`config.mk`:
```
export PLATFORM = sky130hd
export DESIGN_NAME = cache_controller
export DESIGN_NICKNAME = d
export VERILOG_FILES = /design/src/rtl/cache_controller.sv
export SDC_FILE = /design/constraint.sdc
export NUM_CORES = 2
export LEC_CHECK = 0
export ABC_CLOCK_PERIOD_IN_PS = 7700
export CORE_MARGIN = 2
export CORE_UTILIZATION = 55
export CTS_BUF_LIST = sky130_fd_sc_hd__clkbuf_4
export CTS_CLUSTER_DIAMETER = 120
export CTS_CLUSTER_SIZE = 8
export DETAILED_ROUTE_END_ITERATION = 8
export PLACE_DENSITY = 0.72
export SYNTH_ARGS = -nofsm -noshare
export SYNTH_HDL_FRONTEND = slang
export SYNTH_SLANG_ARGS = --single-unit
```
`constraint.sdc`:
```
create_clock -name clk -period 7.7 [get_ports clk]
set_input_delay 1.155 -clock clk [delete_from_list [all_inputs] [get_ports clk]]
set_output_delay 1.155 -clock clk [all_outputs]
set_load 0.01 [all_outputs]
```
`src/rtl/cache_controller.sv`:
```
// Sequencing controller for the 64-line direct-mapped data cache: tag/valid/dirty
// store, hit/miss decode, write-back eviction and line fill over a req/ack memory port.
module cache_controller #(
  parameter int ADDR_W = 32,
  parameter int CNT_W  = 16
) (
  input  logic              clk,
  input  logic              rstn,
  input  logic              cpu_req,
  input  logic              cpu_we,
  input  logic [ADDR_W-1:0] cpu_addr,
  output logic              cpu_busy,
  output logic              cpu_ack,
  output logic              dc_read_cache,
  output logic              dc_write_cache,
  output logic              dc_fetch,
  output logic              dc_update,
  output logic [5:0]        dc_index,
  output logic              mem_req,
  output logic              mem_we,
  output logic [ADDR_W-1:0] mem_addr,
  input  logic              mem_ack,
  output logic [CNT_W-1:0]  hit_count,
  output logic [CNT_W-1:0]  miss_count
);

  localparam int TAG_W = ADDR_W - 8;

  typedef enum logic [2:0] {IDLE, LOOKUP, WB_READ, WB_MEM, FILL, RESP} state_t;

  state_t            state, state_nxt;
  logic [ADDR_W-1:0] req_addr;
  logic              req_we;
  logic              refill;
  logic [63:0]       valid;
  logic [63:0]       dirty;
  logic [TAG_W-1:0]  tag_mem [64];
  logic [5:0]        idx;
  logic [TAG_W-1:0]  req_tag;
  logic              hit;
  logic              unused_addr_bits;

  assign idx              = req_addr[7:2];
  assign req_tag          = req_addr[ADDR_W-1:8];
  assign hit              = valid[idx] && (tag_mem[idx] == req_tag);
  assign unused_addr_bits = ^req_addr[1:0];

  assign cpu_busy = (state != IDLE);
  assign cpu_ack  = (state == RESP);
  assign dc_index = (state == IDLE) ? 6'd0 : idx;

  always_comb begin
    state_nxt      = state;
    dc_read_cache  = 1'b0;
    dc_write_cache = 1'b0;
    dc_fetch       = 1'b0;
    dc_update      = 1'b0;
    mem_req        = 1'b0;
    mem_we         = 1'b0;
    mem_addr       = '0;
    case (state)
      IDLE: begin
        if (cpu_req) state_nxt = LOOKUP;
      end
      LOOKUP: begin
        if (hit) begin
          dc_read_cache  = !req_we;
          dc_write_cache = req_we;
          state_nxt      = RESP;
        end else if (valid[idx] && dirty[idx]) begin
          state_nxt = WB_READ;
        end else begin
          state_nxt = FILL;
        end
      end
      WB_READ: begin
        dc_update = 1'b1;
        state_nxt = WB_MEM;
      end
      WB_MEM: begin
        // Victim address comes from the resident tag, which cannot change until this ack.
        mem_req  = 1'b1;
        mem_we   = 1'b1;
        mem_addr = {tag_mem[idx], idx, 2'b00};
        if (mem_ack) state_nxt = FILL;
      end
      FILL: begin
        mem_req  = 1'b1;
        mem_addr = {req_tag, idx, 2'b00};
        if (mem_ack) begin
          dc_fetch  = 1'b1;
          state_nxt = LOOKUP;
        end
      end
      RESP: begin
        state_nxt = IDLE;
      end
      default: state_nxt = IDLE;
    endcase
  end

  always_ff @(posedge clk) begin
    if (!rstn) begin
      state      <= IDLE;
      req_addr   <= '0;
      req_we     <= 1'b0;
      refill     <= 1'b0;
      valid      <= '0;
      dirty      <= '0;
      hit_count  <= '0;
      miss_count <= '0;
    end else begin
      state <= state_nxt;
      case (state)
        IDLE: begin
          if (cpu_req) begin
            req_addr <= cpu_addr;
            req_we   <= cpu_we;
            refill   <= 1'b0;
          end
        end
        LOOKUP: begin
          // The post-fill lookup always hits and belongs to an already-counted miss.
          if (!refill) begin
            if (hit) hit_count  <= hit_count + CNT_W'(1);
            else     miss_count <= miss_count + CNT_W'(1);
          end
          if (hit && req_we) dirty[idx] <= 1'b1;
        end
        WB_MEM: begin
          if (mem_ack) dirty[idx] <= 1'b0;
        end
        FILL: begin
          if (mem_ack) begin
            valid[idx] <= 1'b1;
            dirty[idx] <= 1'b0;
            refill     <= 1'b1;
          end
        end
        default: ;
      endcase
    end
  end

  always_ff @(posedge clk) begin
    if (rstn && (state == FILL) && mem_ack) tag_mem[idx] <= req_tag;
  end

endmodule

```
* Word level (Yosys, flattened, before mapping)
Memory sizes are Yosys's and may differ from the RTL's. A register that Yosys moved wholly into a read port is not among the register bits.
Index checks and enable logic that the tools add are counted.
** Word-level totals
- Memories :: 1
- Flip-flop bits (word level) :: 197
- Bits in writable memories :: 1536
- Output and inout bits :: 78
** Operators by class
- Add/subtract/negate cells :: 2
- Muxes and demuxes :: 33
- Magnitude comparators :: 2
- Bitwise operators :: 6
- Reduce and logical (&&, ||, !) cells :: 19
- Equality and inequality tests :: 11
** Memories
- tag_mem :: words 64, width 24, rd ports 1, clocked after memory_dff 1, write ports 1, line 37 : logic [TAG_W-1:0] tag_mem [64];
** Operators by type and width (number)
- $mux W64 :: 2
- $or A64 B64 Y64 :: 2
- $pmux W64 S2 :: 1
- $and A64 B64 Y64 :: 1
- $not A64 Y64 :: 1
- $pmux W32 S2 :: 1
- $add A16 B1 Y16 const B :: 2
- $eq A24 B24 Y1 :: 1
- $mux W6 :: 3
- $mux W1 :: 16
- $mux W3 :: 5
- $pmux W3 S5 :: 1
- $reduce_and A3 Y1 :: 5
- $bmux W1 S6 :: 2
- $ne A2 B2 Y1 const B :: 4
- $lt A6 B7 Y1 const B :: 1
- $demux W1 S6 :: 1
- $eq A3 B2 Y1 const B :: 2
- $eq A3 B3 Y1 const B :: 2
- $ge A6 B1 Y1 const B :: 1
- $logic_and A1 B1 Y1 :: 6
- $reduce_and A2 Y1 :: 2
- $reduce_bool A2 Y1 :: 2
- $eq A3 B1 Y1 const B :: 1
- other kinds (7) :: 8

* Depth between registers and ports, before layout
- Depth in word-level cells :: 8
- Gate-level depth with buffers :: 18

* Worst setup path after synthesis
No wires, ideal clock.
- Path kind :: reg-to-output
- Start :: reg (tool-made name)
- End :: out dc_read_cache
- Path slack :: 2923 ps
- Required time :: 6545 ps
- Buffers on the path :: 4
- Stages on the path, launching flop included :: 15
- Arrival :: 3622 ps
- Cells stage by stage :: dfxtp_1 > buf_4 > buf_4 > buf_1 > mux4_2 > a22oi_1 > a211oi_1 > nor4_2 > xnor2_1 > a2111oi_2 > nand4_1 > nor4b_2 > clkbuf_1 > nand2b_1 > nor2_1
** RTL lines
- end, declared :: line 14 : output logic dc_read_cache,

==> run_results.csv <==
group,metric,value,unit
sta,timing.final.crit_period,7.650,ns
synth,seq_area_frac_synth,73.63,%
cts,clock-sinks,1737,
global_route,gr-total-overflow,0,
setup_path,critical-path-top-cell-by-count,"sky130_fd_sc_hd__buf_4",
sta,setup_slack,0.05025,ns
finish,drive_above_1_share,24.91,%
setup_path,critical_path.cell_chain,"buf_4, mux4_2, mux2i_1, a22oi_1, and3_1, or3_1, a2111oi_2, buf_4, nand4_1, nor4b_4, nand2b_1, nor2_1, clkdlybuf4s50_1",
synth,synth-edff-count,1536,
min_path,worstHoldPathType,"reg2reg",
route,detail_route.wirelength,191200,µm
power,power.density_cell_area,226.1,nW/µm²
setup_path,critPathMaxStageDelay,0.68,ns
global_route,grt_pass1_vias,37520,
route,drt_pass1_iterations,6,
synth,synthesis.yosys.warnings,0,
power,total_leakage_power,23.81,nW
route,drt.antenna.violating_nets,0,
cts,cts-root-buf,"sky130_fd_sc_hd__clkbuf_4",
route,dr_total_vias,39070,
synth,ys_top_cells_by_area,"sky130_fd_sc_hd__edfxtp_1 (68%), sky130_fd_sc_hd__mux4_2 (12%), sky130_fd_sc_hd__dfxtp_1 (5.9%)",
synth,syn-cell-area,68110,µm²
setup_path,critical_path_class,"reg2out",
finish,nets,4061,
sta,report.final.setup_viol,0,
synth,synth_area_leader_cell,"sky130_fd_sc_hd__edfxtp_1",
placed_design,place.gp.congestion,0.9069,
placed_design,dp_slack,0.7626,ns
route,drt-initial-drc-count,6446,
finish,regArea,50200,µm²
floorplanning,design.portCount,115,
setup_path,worst_path_dominant_cell_family,"simple AND/OR/NAND/NOR gates",
sta,timing.clock.skew,0.06771,ns
cts,clock_tree_from_tritoncts,"built",
finish,final.fill_count,8911,
status,status,"complete, no violations",
placed_design,place.port_buffers,110,
floorplanning,die-height,355.9,µm
synth,netlist_instances,3722,
finish,final_common_cell,"sky130_fd_sc_hd__edfxtp_1",
sta,fin_setup_tns,0,ns
route,wl_per_cell,33.33,µm
global_route,grt_pass1_wl,269800,µm
synth,synth_largest_type_area_fraction,67.72,%
sta,fin_crit_sh,99.35,%
cts,cts.clk_slew.worst_paths,0.10,ns
global_route,grt_start_max_net_pins,97,
synth,post_synth.cell_area_avg,18.30,µm²
cts,ctsLongestPathBuffers,3,
sta,final_hold_viol_count,0,
cts,hold_buffers,0,
floorplanning,die_w,355.9,µm
floorplanning,coreArea,123300,µm²
floorplanning,floorplan.initialDensity,55.23,%
sta,worst_pin_slew,1.362,ns
synth,ys_async_sr_fraction,0,%
finish,mostFrequentLayoutCells,"sky130_fd_sc_hd__edfxtp_1 (1,536), sky130_fd_sc_hd__mux4_2 (374), sky130_fd_sc_hd__clkbuf_4 (298)",
sta,fmax,0.1307,GHz
setup_path,worst_ep_required_time,6.55,ns
finish,multi_input_comb_area,17140,µm²
setup_path,worst_setup_path_start_kind,"flop",
global_route,grt_util_all_layers,30.26,%
sta,slew_headroom,9.225,%
floorplanning,num_rows,129,
sta,grt_setup_unrepaired,"no",
job,maxCapViolCount,0,
finish,area_delta_synth_final,9.349,%
cts,clk-insertion-delay-late,1.25,ns
cts,cts_buffers,235,
setup_path,critical_path_arrival,6.49,ns
setup_path,crit_slowest_cell,"sky130_fd_sc_hd__dfxtp_4",
synth,ys_ff_latch,1737,
sta,slew_viol_final,0,
floorplanning,die_area,126700,µm²
route,post-route-drc-count,0,
placed_design,dp_hpwl,110600,µm
route,viasPerCell,6.811,
global_route,number_of_antenna_violations_at_the_first_check_in_global_routing,8,
synth,synth.distinct_cells,75,
setup_path,endpoint_kind,"output pin",
setup_path,worst-path-buf-inv,3,
synth,synth_ff_type,"sky130_fd_sc_hd__edfxtp_1",
power,power.total,16.84,mW
power,power.ir.vdd_worst,0.1700,mV
cts,htreeDepth,4,
setup_path,timing.critical_path.fanout_max,11,
-- state kept, by name, summed over array words and instances, names as in the netlist, named ones only --
name and cells:
tag_mem 1536, valid 64, req_addr 30, hit_count 16
miss_count 16, state 3, refill 1, req_we 1
-- repair_timing --
item | in CTS | in global routing
buffers inserted | 5 | 6
gates resized for setup | 6 | 2
endpoints found under the setup margin | 2 | 2
-- final timing paths --
check | start | to | slack [ns] | cells past startpoint
hold / removal | flop | flop | 0.46 | 2
hold reg to reg | flop | flop | 0.46 | 2
setup / recovery | flop | dc_write_cache | 0.05 | 13
setup reg to reg | flop | miss_count[9] | 1.91 | 13
-- layout make-up --
cell class / count / share of cell area [%]
Tap cell: 1637 / 2.750
Sequential cell: 1737 / 67.40
Clock inverter: 12 / 0.2302
Timing Repair Buffer: 281 / 3.491
Inverter: 19 / 0.09576
Antenna cell: 4 / 0.01344
Multi-Input combinational cell: 1748 / 23.01
Clock buffer: 298 / 3.004
-- cell families after synthesis --
family                     count (synthesis)  synth area share [%]
AOI/OAI and AO/OA                        529                 5.160
buffers and inverters                    238                 1.758
other                                      1              0.005506
and+or+nand+nor                          693                 4.844
DFF                                     1737                 73.63
xor gates and xnor gates                  20                0.2572
adders and majority gates                  2               0.03673
muxes                                    502                 14.31
-- metal layers --
layer / GRT usage [%] / vias up / routed length [µm]
met5: 0 / - / 11
met4: 11.44 / 2 / 8274
met3: 10.01 / 486 / 26450
met2: 45.04 / 2902 / 86180
met1: 41.93 / 19970 / 70240
li1: - / 15710 / -
-- synth_stat cells (31+ instances only) --
| master | count |
|---|---|
| sky130_fd_sc_hd__mux4_2 | 374 |
| sky130_fd_sc_hd__nor2b_1 | 31 |
| sky130_fd_sc_hd__o21ai_0 | 44 |
| sky130_fd_sc_hd__a21o_1 | 66 |
| sky130_fd_sc_hd__edfxtp_1 | 1536 |
| sky130_fd_sc_hd__mux2i_1 | 94 |
| sky130_fd_sc_hd__nand3_1 | 103 |
| sky130_fd_sc_hd__dfxtp_1 | 201 |
| sky130_fd_sc_hd__nand2_1 | 219 |
| sky130_fd_sc_hd__buf_1 | 31 |
| sky130_fd_sc_hd__nor2_1 | 170 |
| sky130_fd_sc_hd__clkbuf_1 | 93 |
| sky130_fd_sc_hd__buf_2 | 54 |
| sky130_fd_sc_hd__o22ai_1 | 46 |
| sky130_fd_sc_hd__a22oi_1 | 67 |
| sky130_fd_sc_hd__mux2_2 | 34 |
| sky130_fd_sc_hd__a21oi_1 | 159 |
-- power by group --
group / switching [mW] / total [mW] / internal (mW)
registers: 0.0883 / 10.4 / 10.3
logic: 1.04 / 1.59 / 0.545
clock network: 2.96 / 4.84 / 1.88
total: 4.09 / 16.8 / 12.7
-- stage by stage --
stage | instances | util (%) | instance area (µm²) | hold WS [ns]
4_1_cts | 5726 | 60.34 | 74410 | 0.3439
5_1_grt | 5734 | 60.39 | 74470 | 0.4073
3_5_place_dp | 5411 | 58.27 | 71860 | 0.4334
2_1_floorplan | 3723 | - | 68110 | 0.4186
3_3_place_gp | 5411 | 58.27 | 71860 | 0.4248
6_report | 5736 | 60.40 | 74480 | 0.4557
-- tightest hold or removal path, cell delays in order, from the launching register on --
cell	delay [ns]
sky130_fd_sc_hd__dfxtp_1	0.32
sky130_fd_sc_hd__nand2_1	0.05
sky130_fd_sc_hd__a21oi_1	0.05
No activity file was read; power rests on OpenSTA's default activity.
